File: config.mk
export PLATFORM = sky130hd
export DESIGN_NAME = present_byte_io
export DESIGN_NICKNAME = d
export VERILOG_FILES = /design/src/rtl/present_byte_io.sv
export SDC_FILE = /design/constraint.sdc
export NUM_CORES = 1
export LEC_CHECK = 0
export ABC_AREA = 1
export ABC_CLOCK_PERIOD_IN_PS = 2900
export BUFFER_PORTS_ARGS = -buffer_cell sky130_fd_sc_hd__clkbuf_2
export CELL_PAD_IN_SITES_DETAIL_PLACEMENT = 1
export CELL_PAD_IN_SITES_GLOBAL_PLACEMENT = 1
export CORE_ASPECT_RATIO = 0.75
export CORE_MARGIN = 2
export CORE_UTILIZATION = 39
export DETAILED_ROUTE_END_ITERATION = 7
export PLACE_DENSITY = 0.92
export SETUP_SLACK_MARGIN = 0.05
export SLEW_MARGIN = 10
export SYNTH_ARGS = -nofsm -noshare
export SYNTH_HDL_FRONTEND = slang
export SYNTH_SLANG_ARGS = --single-unit
File: constraint.sdc
create_clock -name sys_clk -period 2.9 [get_ports sys_clk]
set_clock_uncertainty 0.05 [all_clocks]
set_input_delay 0.29 -clock sys_clk [delete_from_list [all_inputs] [get_ports sys_clk]]
set_output_delay 0.29 -clock sys_clk [all_outputs]
set_load 0.01 [all_outputs]
File: src/rtl/present_byte_io.sv
// Byte-stream wrapper around the PRESENT-80 core: collects eight plaintext bytes,
// launches the core with a latched key, and drains the bit-order-corrected ciphertext.
module present_byte_io #(
  parameter int unsigned TIMEOUT = 64
) (
  input  logic        sys_clk,
  input  logic        sys_rst,
  input  logic [79:0] key,
  input  logic        in_valid,
  input  logic [7:0]  in_data,
  output logic        in_ready,
  output logic        out_valid,
  output logic [7:0]  out_data,
  input  logic        out_ready,
  output logic [63:0] core_state,
  output logic [79:0] core_keys,
  output logic        core_encrypt_start,
  input  logic        core_encrypt_end,
  input  logic [63:0] core_result,
  output logic        busy,
  output logic        timeout_err
);

  typedef enum logic [1:0] {LOAD, START, DRAIN} state_t;

  localparam logic [7:0] WD_LAST = 8'(TIMEOUT - 1);

  state_t      state_q, state_d;
  logic [63:0] pt_q, pt_d;
  logic [63:0] ct_q, ct_d;
  logic [63:0] core_state_q, core_state_d;
  logic [79:0] core_keys_q, core_keys_d;
  logic [2:0]  cnt_q, cnt_d;
  logic [7:0]  wd_q, wd_d;
  logic        timeout_err_q, timeout_err_d;
  logic [63:0] result_rev;

  // The core emits the ciphertext LSB-first; undo that once at capture.
  genvar gi;
  generate
    for (gi = 0; gi < 64; gi++) begin : g_rev
      assign result_rev[gi] = core_result[63-gi];
    end
  endgenerate

  always_comb begin
    state_d       = state_q;
    pt_d          = pt_q;
    ct_d          = ct_q;
    core_state_d  = core_state_q;
    core_keys_d   = core_keys_q;
    cnt_d         = cnt_q;
    wd_d          = wd_q;
    timeout_err_d = timeout_err_q;
    case (state_q)
      LOAD: begin
        if (in_valid) begin
          pt_d  = {pt_q[55:0], in_data};
          cnt_d = cnt_q + 3'd1;
          if (cnt_q == 3'd7) begin
            core_state_d  = {pt_q[55:0], in_data};
            core_keys_d   = key;
            wd_d          = 8'd0;
            timeout_err_d = 1'b0;
            state_d       = START;
          end
        end
      end
      START: begin
        wd_d = wd_q + 8'd1;
        // A finishing core beats a simultaneous watchdog expiry.
        if (core_encrypt_end) begin
          ct_d    = result_rev;
          state_d = DRAIN;
        end else if (wd_q == WD_LAST) begin
          timeout_err_d = 1'b1;
          state_d       = LOAD;
        end
      end
      DRAIN: begin
        if (out_ready) begin
          ct_d  = {ct_q[55:0], 8'h00};
          cnt_d = cnt_q + 3'd1;
          if (cnt_q == 3'd7) begin
            state_d = LOAD;
          end
        end
      end
      default: state_d = LOAD;
    endcase
  end

  always_ff @(posedge sys_clk) begin
    if (sys_rst) begin
      state_q       <= LOAD;
      pt_q          <= '0;
      ct_q          <= '0;
      core_state_q  <= '0;
      core_keys_q   <= '0;
      cnt_q         <= '0;
      wd_q          <= '0;
      timeout_err_q <= 1'b0;
    end else begin
      state_q       <= state_d;
      pt_q          <= pt_d;
      ct_q          <= ct_d;
      core_state_q  <= core_state_d;
      core_keys_q   <= core_keys_d;
      cnt_q         <= cnt_d;
      wd_q          <= wd_d;
      timeout_err_q <= timeout_err_d;
    end
  end

  assign in_ready           = (state_q == LOAD);
  assign out_valid          = (state_q == DRAIN);
  assign out_data           = ct_q[63:56];
  assign core_state         = core_state_q;
  assign core_keys          = core_keys_q;
  assign core_encrypt_start = (state_q == START);
  assign busy               = (state_q == START) || (state_q == DRAIN);
  assign timeout_err        = timeout_err_q;

endmodule

# After elaboration in Yosys (flattened, before gate mapping)

Cells that the tools add are included.

Register bits after elaboration: 278
Bits of input ports: 157
Logic and storage cells: 55

Add/sub/neg operators: 2
Equality and inequality tests: 12
Mux-type cells: 21
Reductions and logical operators: 12

Operators with widths:

| kind                  | count |
|---|---|
| $mux W64              | 2 |
| $pmux W64 S2          | 1 |
| $mux W8               | 2 |
| $pmux W8 S2           | 1 |
| $mux W2               | 6 |
| $reduce_and A3 Y1     | 4 |
| $ne A2 B1 Y1 const B  | 5 |
| $reduce_and A5 Y1     | 2 |
| $add A8 B1 Y8 const B | 1 |
| $eq A8 B6 Y1 const B  | 1 |
| $mux W3               | 2 |
| $pmux W2 S3           | 1 |
| $pmux W3 S2           | 1 |
| $reduce_bool A2 Y1    | 3 |
| $mux W1               | 4 |
| $ne A2 B2 Y1 const B  | 2 |
| $add A3 B1 Y3 const B | 1 |
| $eq A3 B3 Y1 const B  | 1 |
| $ne A3 B1 Y1 const B  | 1 |
| $eq A2 B1 Y1 const B  | 1 |
| $eq A2 B2 Y1 const B  | 1 |
| $logic_not A2 Y1      | 1 |
| $pmux W1 S2           | 1 |
| $reduce_and A2 Y1     | 1 |
| $logic_or A1 B1 Y1    | 1 |

# Depth between registers and ports, before layout

Depth after elaboration: 4
Depth in mapped cells: 11

# Least setup slack after synthesis

No wires, ideal clock.

Path kind: register to register
From: reg state_q[1]
To: reg ct_q[34]
Setup time: 0.116 ns
Arrival: 1.458 ns
Setup slack: 1.276 ns
Stages on the path, launching flop included: 10
Period minus slack after synthesis: 1.624 ns
Path through: dfxtp_1 > inv_1 > ha_1 > buf_4 > o21ai_1 > nand2_1 > buf_4 > clkbuf_2 > o21ai_0 > nor2_1

Cells in the longest elaborated chain, start to end: 3

Ends and longest elaborated chain:

| element                                                      | RTL line | text |
|---|---|---|
| start, declared                                              | 28       | `state_t state_q, state_d;` |
| start signal, assigned                                       | 104      | `state_q <= state_d;` |
| $eq A2 B1 Y1 *                                               | -        |  |
| net core_encrypt_start                                       | 17       | `output logic core_encrypt_start,` |
| $ne A2 B1 Y1 (no line) or $reduce_bool A2 Y1 (tied branches) | -        |  |
| $reduce_and A3 Y1 (no line)                                  | -        |  |
| end signal, assigned                                         | 106      | `ct_q <= ct_d;` |
| end, declared                                                | 30       | `logic [63:0] ct_q, ct_d;` |

The timed path passes the listed nets; every way through them passes the cells marked *.
A chain may end at the register's enable or synchronous reset.

# Worst setup path after layout

From: reg state_q[1]
To: reg ct_q[57]

Cells in the longest elaborated chain, start to end: 3

Ends and longest elaborated chain:

| element                                                      | RTL line | text |
|---|---|---|
| $eq A2 B1 Y1 or $eq A2 B2 Y1 (tied branches)                 | 55       | `case (state_q)` |
| $ne A2 B1 Y1 (no line) or $reduce_bool A2 Y1 (tied branches) | -        |  |
| $reduce_and A3 Y1 (no line)                                  | -        |  |

Several ways; a longest one is shown, not always the timed one.

==> results.sh <==
export IMPL_combPwrFrac_pct=6.6
export IMPL_ys_seq_elements=278
export IMPL_cts_reportedPaths_clkPinSlew_ns=0.06
export IMPL_cts_tree="built"
export IMPL_gr_usage_met1_pct=31.62
export IMPL_nets=1960
export IMPL_syn_area_um2=10560
export IMPL_fin_util_pct=52.54
export IMPL_power_frac_clock_pct=45.5
export IMPL_rsz0062_at_grt="false"
export IMPL_yosysSeqAreaShare_pct=52.70
export IMPL_final_common_cell="nor2_1"
export IMPL_slowest_delay_ns=0.38
export IMPL_route_detailed_drc=0
export IMPL_design_core_area_um2=26810
export IMPL_worst_r2r_cell_count=9
export IMPL_relSlewSlack_pct=50.51
export IMPL_drt_iter0_markers=522
export IMPL_fillers=3399
export IMPL_die_h_um=146.5
export IMPL_htreeDepth=1
export IMPL_die_area_um2=28430
export IMPL_diodes=0
export IMPL_finalHoldViolCount=0
export IMPL_grt_usage_pct=26.84
export IMPL_clock_latency_ns=0.54
export IMPL_use_met2_pct=47.28
export IMPL_setup_violations_final=0
export IMPL_hp_class="primary input to flip-flop"
export IMPL_ys_types=23
export IMPL_clockRootBuffer="clkbuf_16"
export IMPL_timing_fmax_mhz=439.3
export IMPL_dp_hpwl_um=21710
export IMPL_grt_use_met3_pct=6.399
export IMPL_crit_top_cell="nor2_1"
export IMPL_crit_type="flip-flop to flip-flop"
export IMPL_synthTopCellsByArea="dfxtp_1 53%, nor2_1 15%, nand2_1 11%, o21ai_0 9.2%, a21oi_1 3.4%"
export IMPL_path_cells="inv_1, ha_1, nand2_1, o21ai_1, nand2_2, inv_2, buf_4, nor2_1, nor2_1"
export IMPL_gp_congestion=0.8007
export IMPL_yosysTopAreaCellShare_pct=52.70
export IMPL_postRouteWirelength_um=39490
export IMPL_numCtsBuffers=29
export IMPL_cp_top_family="buffers and inverters"
export IMPL_grt_pass1_wl_um=62630
export IMPL_seqPwrFrac_pct=47.8
export IMPL_power_per_cell_area_nw_per_um2=586.4
export IMPL_final_setup_tns_ns=0
export IMPL_required_ns=3.31
export IMPL_syn_inst=1450
export IMPL_cp_slowest_cell="inv_2"
export IMPL_multiInputGateArea_um2=4363
export IMPL_cts_resized=0
export IMPL_power_switching_uw=1939
export IMPL_ant_nets=0
export IMPL_area_delta_synth_final_pct=33.36
export IMPL_cp_start_kind="flip-flop"
export IMPL_switching_share_pct=23.47
export IMPL_drt_first_pass_iters=5
export IMPL_std_cell_rows=52
export IMPL_synth_top_area_cell="dfxtp_1"
export IMPL_grt_busiest_layer="met2"
export IMPL_antenna_found_initial=0
export IMPL_io_buffers=313
export IMPL_worst_pin_slew_ns=0.7423
export IMPL_syn_nets=1613
export IMPL_cp_arrival_ns=2.69
export IMPL_path_depth=9
export IMPL_ir_drop_mv=0.4363
export IMPL_gr_total_overflow=0
export IMPL_initial_utilization_pct=39.40
export IMPL_wl_per_cell_um=18.21
export IMPL_grt_pass1_vias=11948
export IMPL_fin_crit_sh_pct=78.49
export IMPL_yosysWarnings=0
export IMPL_vias=11071
export IMPL_p_int_uw=6321
export IMPL_grt_max_degree=146
export IMPL_path_max_fanout=26
export IMPL_slew_viol_final=0
export IMPL_drv_cap=0
export IMPL_clock_sinks=278
export IMPL_end_kind="flip-flop"
export IMPL_pin_count=314
export IMPL_final_cell_mix="424 x nor2_1, 313 x clkbuf_2, 309 x nand2_1"
export IMPL_cts_max_path_buffers=3
export IMPL_seqCellArea_um2=5565
export IMPL_routed_via_density=5.107
export IMPL_avgSynthCellArea_um2=7.284
export IMPL_drive_gt1_share_pct=21.08
export IMPL_critPathBufInv=3
export IMPL_min_period_ns=2.276
export IMPL_p_leak_uw=0.006542
export IMPL_status="finished clean"
export IMPL_die_w_um=194.0
export IMPL_whs_path_depth=5
==> registers in the layout, summed over array words and instances (netlist names) <==
| signal | count |
|---|---|
| wd_q | 8 |
| pt_q | 56 |
| timeout_err | 1 |
| ct_q | 64 |
| cnt_q | 3 |
| core_keys | 80 |
| state_q | 2 |
| core_state | 64 |
==> cell usage after synthesis <==
cell / n
nand4_1: 1
a21oi_1: 71
nor2_1: 424
buf_6: 8
dfxtp_1: 278
nand2_2: 2
clkbuf_2: 5
xor2_1: 1
clkinv_1: 1
ha_1: 6
inv_2: 3
clkbuf_1: 50
nand3b_1: 1
nand2_1: 310
buf_1: 2
buf_2: 31
o21ai_0: 194
o21ai_1: 15
buf_4: 12
nand3_1: 15
nor3_1: 1
nor2_4: 1
inv_1: 18
==> power by group through the flow <==
stage	clock network, uW	registers, uW	logic (uW)
3_3_place_gp	0	4030	403
3_5_place_dp	0	4030	417
6_report	3760	3950	547
5_1_grt	4010	3960	600
2_1_floorplan	0	4020	225
4_1_cts	3840	3950	530
==> per-layer routing <==
layer	routed length (um)	vias up
li1	-	5266
met1	16350	5321
met2	19050	383
met3	2603	101
met4	1486	0
met5	0	-
==> worst paths after layout <==
| check | from | to | slack, ns |
|---|---|---|---|
| worst max-delay path | state_q[1] | ct_q[57] | 0.62 |
| worst min-delay path | core_result[37] | ct_q[26] | 0.04 |
| worst max register to register | state_q[1] | ct_q[57] | 0.62 |
| worst min register to register | core_state[39] | core_state[39] | 0.41 |
==> tightest hold or removal path, stage by stage <==
cell and delay (ns):
clkbuf_2 0.08, nand2_1 0.05, nand2_1 0.05, o21ai_1 0.06
nor2_1 0.07
==> stage by stage <==
stage               hold WS (ns)  worst slack (ns)  power, uW  instances  instance area, um2
finish                   0.04491            0.6238       8259       2168               14080
global route             0.06627            0.3995       8565       2168               14080
CTS                      0.02341            0.5991       8315       2168               14080
detailed placement        0.4029            0.6340       4449       2020               12160
global placement          0.3891            0.7560       4431       2020               12160
floorplan                 0.3749             1.276       4245       1450               10560
==> kinds of logic after synthesis <==
group           Yosys count  synth area share [%]
buf+inv                 130                 6.042
xor+xnor                  1               0.08294
flops                   278                 52.70
simple gates            755                 27.20
compound gates          280                 13.27
fa+ha+maj                 6                0.7108
==> area by class of cell <==
cell class	count	share of cell area [%]
clock buffer	40	5.872
multi-input combinational	1042	30.98
timing repair buffer	424	19.03
inverter	22	0.6218
clock inverter	11	0.8706
sequential	278	39.51
tap	351	3.118
==> timing repair <==
item                      in CTS  in global routing
hold endpoints to repair     103                  0
hold buffers                  97                  0
setup buffers                  0                  0
(Power assumes the default switching activity.)
